===== src/rtl/vdma_burst_scheduler.sv =====
// Per-frame burst sequencer for one VDMA channel: rotates frame buffers, issues
// req/ack bursts gated on line-FIFO readiness and strobes the address generator.
module vdma_burst_scheduler #(
   parameter int ASIZE      = 29,
   parameter int FRAME_BUFS = 3,
   parameter int LSIZE      = 12,
   parameter int BSIZE      = 8
) (
   input  logic             clock,
   input  logic             rst,
   input  logic             enable,
   input  logic [ASIZE-1:0] cfg_base0,
   input  logic [ASIZE-1:0] cfg_frame_stride,
   input  logic [LSIZE-1:0] cfg_lines,
   input  logic [BSIZE-1:0] cfg_bursts_per_line,
   input  logic             cfg_tail_en,
   input  logic             frame_start,
   input  logic             fifo_ready,
   output logic             req,
   input  logic             ack,
   input  logic             xfer_done,
   output logic             new_base,
   output logic [ASIZE-1:0] baseaddr,
   output logic             burst_done,
   output logic             tail_done,
   output logic [1:0]       buf_index,
   output logic             frame_busy,
   output logic             frame_done,
   output logic             frame_skip
);

   typedef enum logic [2:0] {
      S_IDLE,
      S_LOAD,
      S_WAIT_DATA,
      S_REQ,
      S_WAIT_DONE,
      S_NEXT,
      S_FRAME_END
   } state_t;

   localparam logic [LSIZE-1:0] L_ONE = LSIZE'(1);
   localparam logic [BSIZE:0]   B_ONE = (BSIZE + 1)'(1);

   state_t           r_state;
   state_t           w_state_nxt;

   logic [LSIZE-1:0] r_lines;
   logic [LSIZE-1:0] r_line_cnt;
   logic [BSIZE-1:0] r_bpl_full;
   logic             r_tail_en;
   logic [BSIZE:0]   r_bpl_total;
   logic [BSIZE:0]   r_burst_cnt;

   logic             r_req;
   logic             r_new_base;
   logic [ASIZE-1:0] r_baseaddr;
   logic             r_burst_done;
   logic             r_tail_done;
   logic [1:0]       r_buf_index;
   logic             r_frame_busy;
   logic             r_frame_done;
   logic             r_frame_skip;

   logic [BSIZE:0]   w_cfg_total;
   logic             w_line_end;
   logic             w_last_line;
   logic             w_is_tail;
   logic [ASIZE-1:0] w_load_base;

   assign w_cfg_total = {1'b0, cfg_bursts_per_line} + {{BSIZE{1'b0}}, cfg_tail_en};
   assign w_line_end  = (r_burst_cnt == r_bpl_total - B_ONE);
   assign w_last_line = (r_line_cnt == r_lines - L_ONE);
   assign w_is_tail   = r_tail_en && (r_burst_cnt == {1'b0, r_bpl_full});
   assign w_load_base = cfg_base0 + ASIZE'(r_buf_index) * cfg_frame_stride;

   always_comb begin
      w_state_nxt = r_state;
      unique case (r_state)
         S_IDLE:      if (frame_start && enable) w_state_nxt = S_LOAD;
         S_LOAD:      w_state_nxt = (cfg_lines == '0 || w_cfg_total == '0) ? S_FRAME_END
                                                                           : S_WAIT_DATA;
         S_WAIT_DATA: if (fifo_ready) w_state_nxt = S_REQ;
         S_REQ:       if (ack) w_state_nxt = S_WAIT_DONE;
         S_WAIT_DONE: if (xfer_done) w_state_nxt = S_NEXT;
         S_NEXT:      w_state_nxt = (w_line_end && w_last_line) ? S_FRAME_END : S_WAIT_DATA;
         S_FRAME_END: w_state_nxt = S_IDLE;
         default:     w_state_nxt = S_IDLE;
      endcase
   end

   // NOTE: outputs are decoded from the next state and registered, so each one
   // is glitch-free yet lines up with the state it belongs to, with no extra cycle.
   always_ff @(posedge clock or posedge rst) begin
      if (rst) begin
         r_state      <= S_IDLE;
         r_lines      <= '0;
         r_line_cnt   <= '0;
         r_bpl_full   <= '0;
         r_tail_en    <= 1'b0;
         r_bpl_total  <= '0;
         r_burst_cnt  <= '0;
         r_req        <= 1'b0;
         r_new_base   <= 1'b0;
         r_baseaddr   <= '0;
         r_burst_done <= 1'b0;
         r_tail_done  <= 1'b0;
         r_buf_index  <= 2'd0;
         r_frame_busy <= 1'b0;
         r_frame_done <= 1'b0;
         r_frame_skip <= 1'b0;
      end else begin
         r_state      <= w_state_nxt;
         r_req        <= (w_state_nxt == S_REQ);
         r_new_base   <= (w_state_nxt == S_LOAD);
         r_burst_done <= (w_state_nxt == S_NEXT) && !w_is_tail;
         r_tail_done  <= (w_state_nxt == S_NEXT) && w_is_tail;
         r_frame_busy <= (w_state_nxt != S_IDLE);
         r_frame_done <= (w_state_nxt == S_FRAME_END);
         r_frame_skip <= frame_start && r_frame_busy;

         if (w_state_nxt == S_LOAD) r_baseaddr <= w_load_base;

         unique case (r_state)
            S_LOAD: begin
               // Frame geometry is frozen here; later cfg changes wait for the next frame.
               r_lines     <= cfg_lines;
               r_bpl_full  <= cfg_bursts_per_line;
               r_tail_en   <= cfg_tail_en;
               r_bpl_total <= w_cfg_total;
               r_line_cnt  <= '0;
               r_burst_cnt <= '0;
            end
            S_NEXT: begin
               if (w_line_end) begin
                  r_burst_cnt <= '0;
                  r_line_cnt  <= r_line_cnt + L_ONE;
               end else begin
                  r_burst_cnt <= r_burst_cnt + B_ONE;
               end
            end
            S_FRAME_END: begin
               r_buf_index <= (r_buf_index == 2'(FRAME_BUFS - 1)) ? 2'd0 : r_buf_index + 2'd1;
            end
            default: ;
         endcase
      end
   end

   assign req        = r_req;
   assign new_base   = r_new_base;
   assign baseaddr   = r_baseaddr;
   assign burst_done = r_burst_done;
   assign tail_done  = r_tail_done;
   assign buf_index  = r_buf_index;
   assign frame_busy = r_frame_busy;
   assign frame_done = r_frame_done;
   assign frame_skip = r_frame_skip;

endmodule


===== config.mk =====
export PLATFORM = sky130hd
export DESIGN_NAME = vdma_burst_scheduler
export DESIGN_NICKNAME = d
export VERILOG_FILES = /design/src/rtl/vdma_burst_scheduler.sv
export SDC_FILE = /design/constraint.sdc
export NUM_CORES = 1
export LEC_CHECK = 0
export ABC_AREA = 1
export CAP_MARGIN = 0
export CORE_UTILIZATION = 55
export DETAILED_ROUTE_END_ITERATION = 10
export PLACE_DENSITY_LB_ADDON = 0.12
export RECOVER_POWER = 25
export SLEW_MARGIN = 10
export SYNTH_ARGS = -nofsm -noshare
export SYNTH_HDL_FRONTEND = slang
export SYNTH_SLANG_ARGS = --single-unit

===== constraint.sdc =====
create_clock -name clock -period 4.4 [get_ports clock]
set_input_delay 1.1 -clock clock [delete_from_list [all_inputs] [get_ports clock]]
set_output_delay 1.1 -clock clock [all_outputs]
set_load 0.01 [all_outputs]

==> metrics.yaml, run 1 <==
outcome: "complete, but fails checks"
violations: "max-capacitance violations, max-slew violations"
seqCellArea_um2: 2300
cts_buffers: 9
start_util_pct: 57.2
synthCells: 1130
synth-edff-count: 0
hold_depth: 2
grt_pass1_wl_um: 33200
cp_top_family: "simple AND/OR/NAND/NOR gates"
min_to: "baseaddr[15]"
drt_iter0_drc: 446
syn_to_final_growth_pct: 22.6
htree_levels: 3
crit_slowest_cell: "clkbuf_1"
vias: 7465
synthTopCellsByCount: "nand2_1, inv_1, nor2_1"
netlist.area_leader.share_pct: 29.9
slew_headroom_pct: -13.2
root_buffer: "clkbuf_16"
hold_viol: 0
synthesis.nets: 1278
cp-end-kind: "register"
ctsHoldBuffers: 0
rsz0062_at_grt: "no"
pre_cts_slack_ns: 0.368
clock-skew-final_ns: 0.00367
slowest_delay_ns: 0.73
antenna_found_initial: 0
clk_latency_ns: 0.35
grt-ovfl-total: 0
clockBufferDepth: 2
required_ns: 4.64
gp_congestion: 0.966
multi_input_area_um2: 4520
slew_viol_final: 75
ys_ff_latch: 92
antennaDiodeCount: 0
die_w_um: 120
drive_gt1_share_pct: 2.71
period_needed_ns: 3.83
dr.pass1.iters: 5
clock-sinks: 92
setup_viol: 0
nFillCells: 1236
avgSynthCellArea_um2: 6.80
worstPathMaxFanout: 20
hold_class: "reg -> reg"
max-cap-violations: 2
post-cts-setup-buffers: 0
dp_cells: 1416
die_area_um2: 14500
cellPowerDensity_nw_per_um2: 611
clock.fmax_ghz: 0.261
synthDistinctLibCells: 39
min_from: "baseaddr[15]"
critPathKind: "reg -> reg"
path_clk_slew_ns: 0.07
worstPathArrival_ns: 4.06
post-synth-top-count-cell: "nand2_1"
via_per_inst: 5.21
timing.final.crit_share_pct: 87.0
finalSetupTns_ns: 0
path_cells: "clkbuf_1, nand2_1, fa_1, inv_1, ha_1, nand2_1, nor2_1, inv_1, nor2_1, nand4_1, nand3_1, nand2_1, nand3_1, nand2_1"
die_h_um: 120
r2r-end: "baseaddr[22]"
synthTopCellsByArea: "dfrtp_1, nand2_1, inv_1, fa_1, ha_1"
fin_ws_ns: 0.573
peakVddDrop_v: 0.000329
path_common_cell: "nand2_1"
io_buffers: 123
place_hpwl_um: 15800
drt-total-wl_um: 20100
rr_worst_depth: 14
grt_max_degree: 43
ant_nets: 0
power.total_mw: 5.76
wl_per_cell_um: 14.0
layout.nets: 1399
cts_tree: "done"
finalNonFillerCells: 1432
grt_pass1_vias: 7112
top_level_ports: 124
seq_area_frac_synth_pct: 29.9
yosysTopAreaCell: "dfrtp_1"
grt_usage_pct: 29.0
leakage_nw: 4.89
reg2reg_setup_slack_ns: 0.57
worst_pin_slew_ns: 1.69
synth_flop_cell: "dfrtp_1"
cp-start-kind: "register"
async_reset_ff_share_pct: 100
synth_warnings: 0
drc_errors: 0
path_buf_inv: 3
rr_startpoint: "buf_index[0]"
cts_resized: 0
core_um2: 13500
syn_area_um2: 7690
rows: 42
## flip-flops by register name (all words and copies together), names as in the netlist, 2 cells and up
| name | cells |
|---|---|
| baseaddr | 29 |
| buf_index | 2 |
| r_bpl_full | 8 |
| r_bpl_total | 9 |
| r_burst_cnt | 9 |
| r_line_cnt | 12 |
| r_lines | 12 |
| r_state | 3 |
## metrics by stage
stage	util (%)	area (um2)	hold slack, ns
final	70.0	9420	0.481
after global routing	70.0	9420	0.504
after CTS	70.2	9440	0.483
after detailed placement	67.8	9120	0.464
after global placement	67.8	9120	0.468
after floorplan	-	7690	0.449
## worst register-to-register path: cells and delay by family, from the launching register on
kind / cells / cell delay [ns]
flops: 1 / 0.66
buf+inv: 3 / 0.85
fa+ha+maj: 2 / 0.94
simple gates: 9 / 1.24
## cell type report
class / instances / share of cell area [%]
multi-input cells: 813 / 48.0
flip-flops and latches: 92 / 24.4
repair buffers: 130 / 13.7
inverters: 205 / 8.18
clock buffers: 11 / 2.68
well taps: 176 / 2.34
clock inverters: 5 / 0.704
## worst max path at each step
stage                                    from           end  cells past startpoint
after floorplan                           rst   baseaddr[0]                      1
after global placement    cfg_frame_stride[0]  baseaddr[15]                     19
after detailed placement  cfg_frame_stride[0]  baseaddr[15]                     19
after CTS                 cfg_frame_stride[0]  baseaddr[27]                     19
after global routing             buf_index[0]  baseaddr[27]                     14
final                            buf_index[0]  baseaddr[22]                     14
## report_power, final
part           internal, mW  total [mW]  switching [mW]
Sequential             1.14        1.44           0.300
Clock                 0.480       0.843           0.363
Combinational          1.35        3.48            2.12
Total                  2.97        5.76            2.79
## layout by cell type (no fill, tap or decap), drive strengths merged, types with 2 or more instances in the layout
cell type,instances
dlygate4sd3,3
buf,5
xnor2,17
o22ai,5
nor4,2
nand3,84
a21oi,35
nand4,23
xor2,26
clkinvlp,2
nor3,14
ha,34
o21bai,6
o21ai,73
clkdlybuf4s50,120
o211ai,2
dfrtp,92
nand3b,2
inv,206
xnor3,2
nor2,102
nand2,353
fa,28
clkbuf,13
## metal layers
metal | GRT usage (%) | share of wire [%]
met1 | 35.6 | 43
met2 | 52.3 | 51
met3 | 3.40 | 3.9
met4 | 10.4 | 2.8
met5 | 0 | 0
## cells by family after synthesis
| group | after synthesis | synth area share [%] |
|---|---|---|
| buffers and inverters | 225 | 11.1 |
| adders and majority gates | 62 | 12.8 |
| and+or+nand+nor | 581 | 31.9 |
| DFF | 92 | 29.9 |
| AOI/OAI and AO/OA | 125 | 8.67 |
| xor gates and xnor gates | 45 | 5.48 |
(Power assumes the default switching activity.)
==> run 2: changes to the inputs <==
==> constraint.sdc (replaced) <==
create_clock -name clock -period 4.4 [get_ports clock]
set_input_delay 0.88 -clock clock [delete_from_list [all_inputs] [get_ports clock]]
set_output_delay 0.88 -clock clock [all_outputs]
set_load 0.01 [all_outputs]
==> run 2 against run 1 <==
- sequential power about the same
- the flow still finishes with violations (max-capacitance violations, max-slew violations)
- utilization down 0.17 points
- wire length down 0.71%
- clock power down 4.7%
- critical path depth up 5
- setup slack better by 0.35 ns
==> metrics.yaml, run 2 (same netlist as run 1, synthesis figures left out) <==
outcome: "complete, but fails checks"
violations: "max-capacitance violations, max-slew violations"
largest_reg_flops: 29  # unchanged
grt_max_degree: 52  # +21%
p_clk_share_pct: 14.1  # -0.5 points
grt_pass1_vias: 7206  # +1.3%
clock.fmax_ghz: 0.287  # +10%
seqCellArea_um2: 2300  # unchanged
rsz0062_at_grt: "no"
timing.final.crit_share_pct: 79.1  # -7.9 points
layout_commonest_cell: "nand2_1"
htree_levels: 3  # unchanged
dp_cells: 1415  # -0.071%
slew_viol_final: 83  # +11%
layout_common_cells: "nand2_1, inv_1, clkdlybuf4s50_1"
hold_viol: 0  # unchanged
multi_input_area_um2: 4520  # unchanged
seq_power_share_pct: 25.3  # +0.3 points
syn_to_final_growth_pct: 22.3
p_switching_mw: 2.77  # -0.67%
die_h_um: 120  # unchanged
vias: 7464  # -0.013%
layout.nets: 1398  # -0.071%
comb_power_share_pct: 60.7  # +0.4 points
die_w_um: 120  # unchanged
rr_worst_depth: 14  # unchanged
die_area_um2: 14500  # unchanged
period_needed_ns: 3.48  # -0.348 ns
rows: 42  # unchanged
cp-end-kind: "register"
post-cts-setup-buffers: 0  # unchanged
cts_resized: 0  # unchanged
drc_errors: 0  # unchanged
nFillCells: 1210  # -2.1%
clockBufferDepth: 2  # unchanged
finalNonFillerCells: 1431  # -0.070%
grt-ovfl-total: 0  # unchanged
worstPathMaxFanout: 4  # -80%
netSwitchingFraction_pct: 48.5  # +0.12 points
cellPowerDensity_nw_per_um2: 607  # -0.68%
antenna_found_initial: 0  # unchanged
clk_latency_ns: 0.35  # about the same
finalSetupTns_ns: 0  # unchanged
drt_iter0_drc: 418  # -6.3%
cts_buffers: 9  # unchanged
leakage_nw: 4.89  # -0.12%
clock-skew-final_ns: 0.0107  # +0.00708 ns
wl_met2_um: 9950  # -1.9%
max-cap-violations: 2  # unchanged
cp-start-kind: "input port"
core_um2: 13500  # unchanged
required_ns: 4.64  # about the same
peakVddDrop_v: 0.000314  # -4.4%
clock-sinks: 92  # unchanged
slew_headroom_pct: -28.9  # -16 points
worstPathArrival_ns: 3.72  # -0.34 ns
top_level_ports: 124  # unchanged
rr_startpoint: "buf_index[1]"
whs_ns: 0.478  # -0.00311 ns
worst_pin_slew_ns: 1.92  # +0.234 ns
gp_congestion: 0.951  # -1.5%
cts_tree: "done"
drt-total-wl_um: 19900  # -0.71%
hold_depth: 2  # unchanged
min_from: "baseaddr[28]"
met3_length_um: 671  # -14%
grt_pass1_wl_um: 33400  # +0.71%
hold_class: "reg -> reg"
start_util_pct: 57.2  # unchanged
grt_usage_pct: 29.4  # +0.34 points
root_buffer: "clkbuf_16"
drive_gt1_share_pct: 2.71  # about the same
critPathKind: "in -> reg"
intPower_mw: 2.94  # -1.2%
io_buffers: 123  # unchanged
setup_viol: 0  # unchanged
via_per_inst: 5.22  # about the same
ctsHoldBuffers: 0  # unchanged
place_hpwl_um: 15700  # -0.69%
critical_path.startpoint: "cfg_frame_stride[0]"
highest_layer: "met4"
wl_per_cell_um: 13.9  # -0.64%
ant_nets: 0  # unchanged
power.total_mw: 5.71  # -0.92%
antennaDiodeCount: 0  # unchanged
dr.pass1.iters: 5  # unchanged
wl_met1_um: 8580  # +0.13%
path_clk_slew_ns: 0.07  # about the same
run 2: worst max-delay path, cell delays in order:
cell	delay, ns
clkdlybuf4s50_1	0.48
nand2_1	0.08
fa_1	0.47
inv_1	0.06
ha_1	0.17
inv_1	0.06
fa_1	0.39
inv_1	0.09
nand3_1	0.06
nand2_1	0.15
nand2_1	0.07
nand2_1	0.12
nand2_1	0.07
nand2_1	0.13
inv_1	0.07
o21ai_0	0.14
nand2_1	0.07
nand3_1	0.08
nand2_1	0.07
run 2: through the flow:
step,setup slack (ns),instance area (um2),util [%]
after floorplan,1.13,7690,-
after global placement,0.661,9110,67.7
after detailed placement,0.575,9110,67.7
after CTS,0.950,9410,70.0
after global routing,0.659,9400,69.9
final,0.921,9400,69.9
run 2: cell type report:
cell class	instances	share of cell area, %
multi-input combinational	813	48.1
sequential	92	24.5
clock buffer	9	2.40
clock inverter	7	0.799
tap	176	2.34
timing repair buffer	129	13.7
inverter	205	8.20
run 2: routing by layer:
layer | up-vias | track usage [%]
met4 | 0 | 13.2
li1 | 3765 | -
met3 | 46 | 3.35
met1 | 3461 | 35.8
met5 | - | 0
met2 | 192 | 52.0
run 2: final timing paths:
kind                                   to  slack [ns]
max in group asynchronous    baseaddr[12]        1.97
hold reg to reg              baseaddr[28]        0.48
setup reg to reg             baseaddr[20]        1.03
setup / recovery             baseaddr[15]        0.92
hold / removal               baseaddr[28]        0.48
min in group asynchronous  r_line_cnt[11]        1.47
run 2: power groups by stage:
stage | combinational (mW) | sequential [mW] | clock [mW]
finish | 3.46 | 1.44 | 0.803
detailed placement | 3.44 | 1.45 | 0
CTS | 3.47 | 1.44 | 0.813
floorplan | 2.38 | 1.42 | 0
global placement | 3.39 | 1.45 | 0
global route | 3.95 | 1.48 | 0.844
